[config.mk]
export PLATFORM = sky130hd
export DESIGN_NAME = sha256_avalon_master
export DESIGN_NICKNAME = d
export VERILOG_FILES = /design/src/rtl/sha256_avalon_master.sv
export SDC_FILE = /design/constraint.sdc
export NUM_CORES = 2
export LEC_CHECK = 0
export CAP_MARGIN = 20
export CORE_ASPECT_RATIO = 0.5
export CORE_MARGIN = 2
export CORE_UTILIZATION = 44
export DETAILED_ROUTE_END_ITERATION = 6
export DONT_BUFFER_PORTS = 1
export GPL_TIMING_DRIVEN = 0
export SETUP_SLACK_MARGIN = 0.02
export SYNTH_ARGS = -nofsm -noshare
export SYNTH_HDL_FRONTEND = slang
export SYNTH_SLANG_ARGS = --single-unit
[constraint.sdc]
create_clock -name iClk -period 33.9 [get_ports iClk]
set_clock_uncertainty 0.1 [all_clocks]
set_input_delay 3.39 -clock iClk [delete_from_list [all_inputs] [get_ports iClk]]
set_output_delay 3.39 -clock iClk [all_outputs]
set_load 0.005 [all_outputs]
[src/rtl/sha256_avalon_master.sv]
// Avalon-MM initiator: writes one 512-bit block to the SHA-256 slave and reads back the digest.
// Define SHA_MASTER_BYTESWAP_EN to byte-reverse every bus word in both directions.
module sha256_avalon_master #(
    parameter int WAIT_CYCLES  = 70,
    parameter int READ_LATENCY = 1
) (
    input  logic         iClk,
    input  logic         iReset,
    input  logic         iStart,
    input  logic [511:0] iBlock,
    output logic         oBusy,
    output logic         oDone,
    output logic [255:0] oDigest,
    output logic         oChipSelect_n,
    output logic         oWrite_n,
    output logic         oRead_n,
    output logic [4:0]   oAddress,
    output logic [31:0]  oData,
    input  logic [31:0]  iData
);

    localparam int          WW  = $clog2(WAIT_CYCLES + 1);
    localparam logic [3:0]  SEL = 4'b0001 << READ_LATENCY;

    typedef enum logic [2:0] {
        IDLE,
        WRITE,
        START,
        WAIT,
        READ,
        DONE
    } state_t;

    state_t         state;
    logic [511:0]   blk;
    logic [3:0]     wr_idx;
    logic [3:0]     wr_nxt;
    logic [WW-1:0]  wait_cnt;
    logic [2:0]     rd_idx;
    logic [2:0]     rd_nxt;
    logic [2:0]     cap_idx;
    logic [2:0]     pipe;
    logic [3:0]     taps;
    logic           cap;

    function automatic logic [31:0] swap(input logic [31:0] w);
`ifdef SHA_MASTER_BYTESWAP_EN
        return {w[7:0], w[15:8], w[23:16], w[31:24]};
`else
        return w;
`endif
    endfunction

    assign wr_nxt = wr_idx + 4'd1;
    assign rd_nxt = rd_idx + 3'd1;
    // Tap 0 is the live issue strobe, tap N is the issue from N cycles ago.
    assign taps   = {pipe, ~oRead_n};
    assign cap    = |(taps & SEL);

    always_ff @(posedge iClk or posedge iReset) begin
        if (iReset) begin
            state         <= IDLE;
            blk           <= '0;
            wr_idx        <= '0;
            wait_cnt      <= '0;
            rd_idx        <= '0;
            cap_idx       <= '0;
            pipe          <= '0;
            oBusy         <= 1'b0;
            oDone         <= 1'b0;
            oDigest       <= '0;
            oChipSelect_n <= 1'b1;
            oWrite_n      <= 1'b1;
            oRead_n       <= 1'b1;
            oAddress      <= '0;
            oData         <= '0;
        end else begin
            oDone <= 1'b0;
            pipe  <= {pipe[1:0], ~oRead_n};
            if (cap) begin
                oDigest[{cap_idx, 5'd0} +: 32] <= swap(iData);
                cap_idx                        <= cap_idx + 3'd1;
            end
            unique case (state)
                IDLE: begin
                    if (iStart) begin
                        blk           <= iBlock;
                        oBusy         <= 1'b1;
                        oChipSelect_n <= 1'b0;
                        oWrite_n      <= 1'b0;
                        oAddress      <= 5'd0;
                        oData         <= swap(iBlock[31:0]);
                        wr_idx        <= 4'd0;
                        state         <= WRITE;
                    end
                end
                WRITE: begin
                    if (wr_idx == 4'd15) begin
                        oAddress <= 5'd24;
                        oData    <= 32'd1;
                        state    <= START;
                    end else begin
                        wr_idx   <= wr_nxt;
                        oAddress <= {1'b0, wr_nxt};
                        oData    <= swap(blk[{wr_nxt, 5'd0} +: 32]);
                    end
                end
                START: begin
                    oChipSelect_n <= 1'b1;
                    oWrite_n      <= 1'b1;
                    oAddress      <= 5'd0;
                    oData         <= 32'd0;
                    wait_cnt      <= '0;
                    state         <= WAIT;
                end
                WAIT: begin
                    if (wait_cnt == WW'(WAIT_CYCLES - 1)) begin
                        oChipSelect_n <= 1'b0;
                        oRead_n       <= 1'b0;
                        oAddress      <= 5'd16;
                        rd_idx        <= 3'd0;
                        cap_idx       <= 3'd0;
                        state         <= READ;
                    end else begin
                        wait_cnt <= wait_cnt + 1'b1;
                    end
                end
                READ: begin
                    if (!oRead_n) begin
                        if (rd_idx == 3'd7) begin
                            oChipSelect_n <= 1'b1;
                            oRead_n       <= 1'b1;
                            oAddress      <= 5'd0;
                        end else begin
                            rd_idx   <= rd_nxt;
                            oAddress <= {2'b10, rd_nxt};
                        end
                    end
                    if (cap && cap_idx == 3'd7) begin
                        oDone <= 1'b1;
                        state <= DONE;
                    end
                end
                DONE: begin
                    oBusy <= 1'b0;
                    state <= IDLE;
                end
                default: state <= IDLE;
            endcase
        end
    end

endmodule

==> impl_metrics.json <==
{
  "status": "complete, no violations",
  "start_kind": "primary input",
  "grt_pass1_vias": 27700,
  "yosys.area.top_type_share": 0.577,
  "drc": 0,
  "cts.reportedPaths.clkPinSlew_ns": 0.06,
  "htree_levels": 3,
  "grt_remaining_overflow": 0,
  "die_h_um": 206,
  "timing.max_cap.violations": 0,
  "drive_above_1_share": 0.126,
  "p_leak_nw": 19.5,
  "num_vias": 27200,
  "cts_hold_buf": 0,
  "grt_max_degree": 122,
  "synth_top_area_cell": "dfrtp_1",
  "crit_fanout": 10,
  "period_needed_ns": 5.14,
  "hp-class": "flip-flop to flip-flop",
  "cp.required_ns": 34.42,
  "finalWorstSetupSlack_ns": 28.76,
  "final_hold_viol_count": 0,
  "drv_slew": 0,
  "io_buffer_count": 0,
  "area_growth_pct": 11.9,
  "initial_utilization": 0.448,
  "cts.path.max_buffers": 3,
  "ys_types": 51,
  "clock.fmax_ghz": 0.194,
  "reg2reg_depth": 7,
  "post-route-period-util": 0.152,
  "clock-sinks": 831,
  "syn_inst": 3645,
  "ioPinCount": 845,
  "ctsResizeCount": 0,
  "cp_top_family": "buffers and inverters",
  "cp_data_arrival_time_ns": 5.66,
  "rows": 73,
  "maxSlewHeadroom": 0.306,
  "yosysSeqAreaShare": 0.580,
  "gp_congestion": 0.924,
  "path_buf_inv": 3,
  "ys_top_cells_by_area": "dfrtp_1, nand2_1, mux4_2, o21ai_0, mux2_2",
  "grt_util_all_layers": 0.304,
  "clock_latency_ns": 0.69,
  "r2r_slack_ns": 30.70,
  "crit_type": "primary input to flip-flop",
  "worstHoldEndpoint": "blk[12]",
  "synthMostInstantiatedCell": "nand2_1",
  "synth.ff_latch_count": 831,
  "synthTopCellsByCount": "nand2_1, dfrtp_1, o21ai_0",
  "ir_worst_vdd_uv": 56.6,
  "crit_path_max_incr_delay_ns": 0.77,
  "cp-end-kind": "flip-flop",
  "dieArea_um2": 84000,
  "pwr_density_cell_nw_per_um2": 95.6,
  "antenna_found_initial": 31,
  "pre_cts_ws_ns": 28.07,
  "root_buffer": "clkbuf_16",
  "crit_slowest_cell": "clkbuf_1",
  "firstDrtPassIters": 6,
  "setup_tns_ns": 0,
  "synth_area_per_cell_um2": 9.84,
  "rsz0062_at_grt": "false",
  "synth-async-reset-ratio": 1.00,
  "die_w_um": 408,
  "hold_path_depth": 2,
  "synth_nets": 4205,
  "dr.first_iter.drc_count": 2024,
  "numCtsBuffers": 77,
  "cts_setup_buffers": 0,
  "finalNetCount": 4292,
  "regToRegEndpoint": "oData[12]",
  "setup-violations-final": 0,
  "vias_per_cell": 5.55,
  "worst_slew_pin_slew_ns": 1.04,
  "grt_pass1_wl_um": 186000,
  "syn_area_um2": 35900,
  "wirelength_um": 129000,
  "antenna_left": 0,
  "synth_edf_count": 0,
  "yosys_warnings": 0,
  "cts_tree": "done",
  "rr_startpoint": "wr_idx[0]",
  "core_um2": 80100,
  "min_from": "blk[12]",
  "path_cells": "nand2b_4, nor3_1, buf_2, clkbuf_1, clkbuf_1, nand2_1, nand2_1",
  "dpl.hpwl_um": 97600,
  "wl_per_cell_um": 26.3,
  "ys.flop_type": "dfrtp_1"
}
## power breakdown
part,switching [mW],internal [mW]
Combinational,0.767,0.609
Clock,0.404,0.521
Sequential,0.211,1.33
## logic make-up (layout without fill, tap and decap cells)
logic type,Yosys count,count (layout),synth area share
buf+inv,239,384,0.0305
mux,265,265,0.121
fa+ha+maj,13,13,0.00453
compound gates,328,328,0.0537
simple gates,1963,1963,0.209
xor+xnor,6,6,0.00167
flops,831,831,0.580
other cells,0,27,0
## registers in the layout, indices dropped and copies added (netlist names), 3 cells and up
| register | cells |
|---|---|
| oDigest | 256 |
| blk | 512 |
| wr_idx | 4 |
| cap_idx | 3 |
| state | 3 |
| oData | 32 |
| oAddress | 5 |
| wait_cnt | 7 |
| rd_idx | 3 |
## how the worst max path moves through the flow
stage	from	end	slack [ns]	depth (start not counted)
6_report	iStart	blk[62]	28.76	7
3_3_place_gp	iReset	blk[108]	-1.96	1
3_5_place_dp	iStart	blk[62]	28.07	7
2_1_floorplan	iReset	blk[0]	7.07	1
4_1_cts	iStart	blk[62]	28.77	7
5_1_grt	iStart	blk[62]	28.65	7
## worst register-to-register path: cells and delay by family, from the launching register on
| family | cells | cell delay (ns) |
|---|---|---|
| compound gates | 1 | 0.13 |
| fa+ha+maj | 1 | 0.31 |
| flops | 1 | 0.45 |
| buf+inv | 3 | 1.02 |
| mux | 2 | 1.06 |
## cell usage in the layout (no fill, tap or decap), types with 5 or more instances in the layout
| cell type | instances |
|---|---|
| o22ai_2 | 15 |
| o21a_1 | 32 |
| nor2_1 | 50 |
| diode_2 | 27 |
| inv_1 | 9 |
| mux4_2 | 128 |
| nor3_1 | 6 |
| o22ai_1 | 20 |
| clkbuf_8 | 21 |
| nand2_1 | 1871 |
| bufinv_16 | 6 |
| o21ai_0 | 212 |
| buf_16 | 8 |
| clkinv_2 | 11 |
| o21ai_1 | 24 |
| inv_6 | 6 |
| clkbuf_16 | 79 |
| nand3b_1 | 5 |
| a21oi_1 | 6 |
| ha_1 | 13 |
| buf_2 | 104 |
| mux2i_1 | 68 |
| buf_4 | 10 |
| mux2_2 | 69 |
| clkbuf_1 | 110 |
| dfrtp_1 | 828 |
| nand3_1 | 11 |
| buf_1 | 10 |
| nand2b_1 | 5 |
## area by class of cell
type | count | area (um^2)
repair buffers | 8 | 220
clock buffers | 109 | 2300
well taps | 1087 | 1360
clock inverters | 28 | 328
inverters | 10 | 45.0
flip-flops and latches | 831 | 20800
diodes | 27 | 67.6
plain buffers | 229 | 1060
multi-input cells | 2575 | 14000
fillers | 7478 | 39900
## metal layers
metal  track usage  wire (um)  part of all wire
met5             0         49           0.00038
met4         0.156       6810             0.053
met3        0.0728       8670             0.067
met2         0.520      64600              0.50
met1         0.361      48800              0.38
## through the flow
stage	std cells	total power, mW	area (um^2)	hold slack (ns)	util
2_1_floorplan	3645	2.48	35900	0.334	-
3_3_place_gp	4732	2.89	37200	0.347	0.465
3_5_place_dp	4740	2.92	37500	0.352	0.468
4_1_cts	4877	3.85	40100	0.369	0.501
5_1_grt	4903	4.05	40200	0.387	0.501
6_report	4904	3.84	40200	0.366	0.501
No activity file was read; power rests on OpenSTA's default activity.
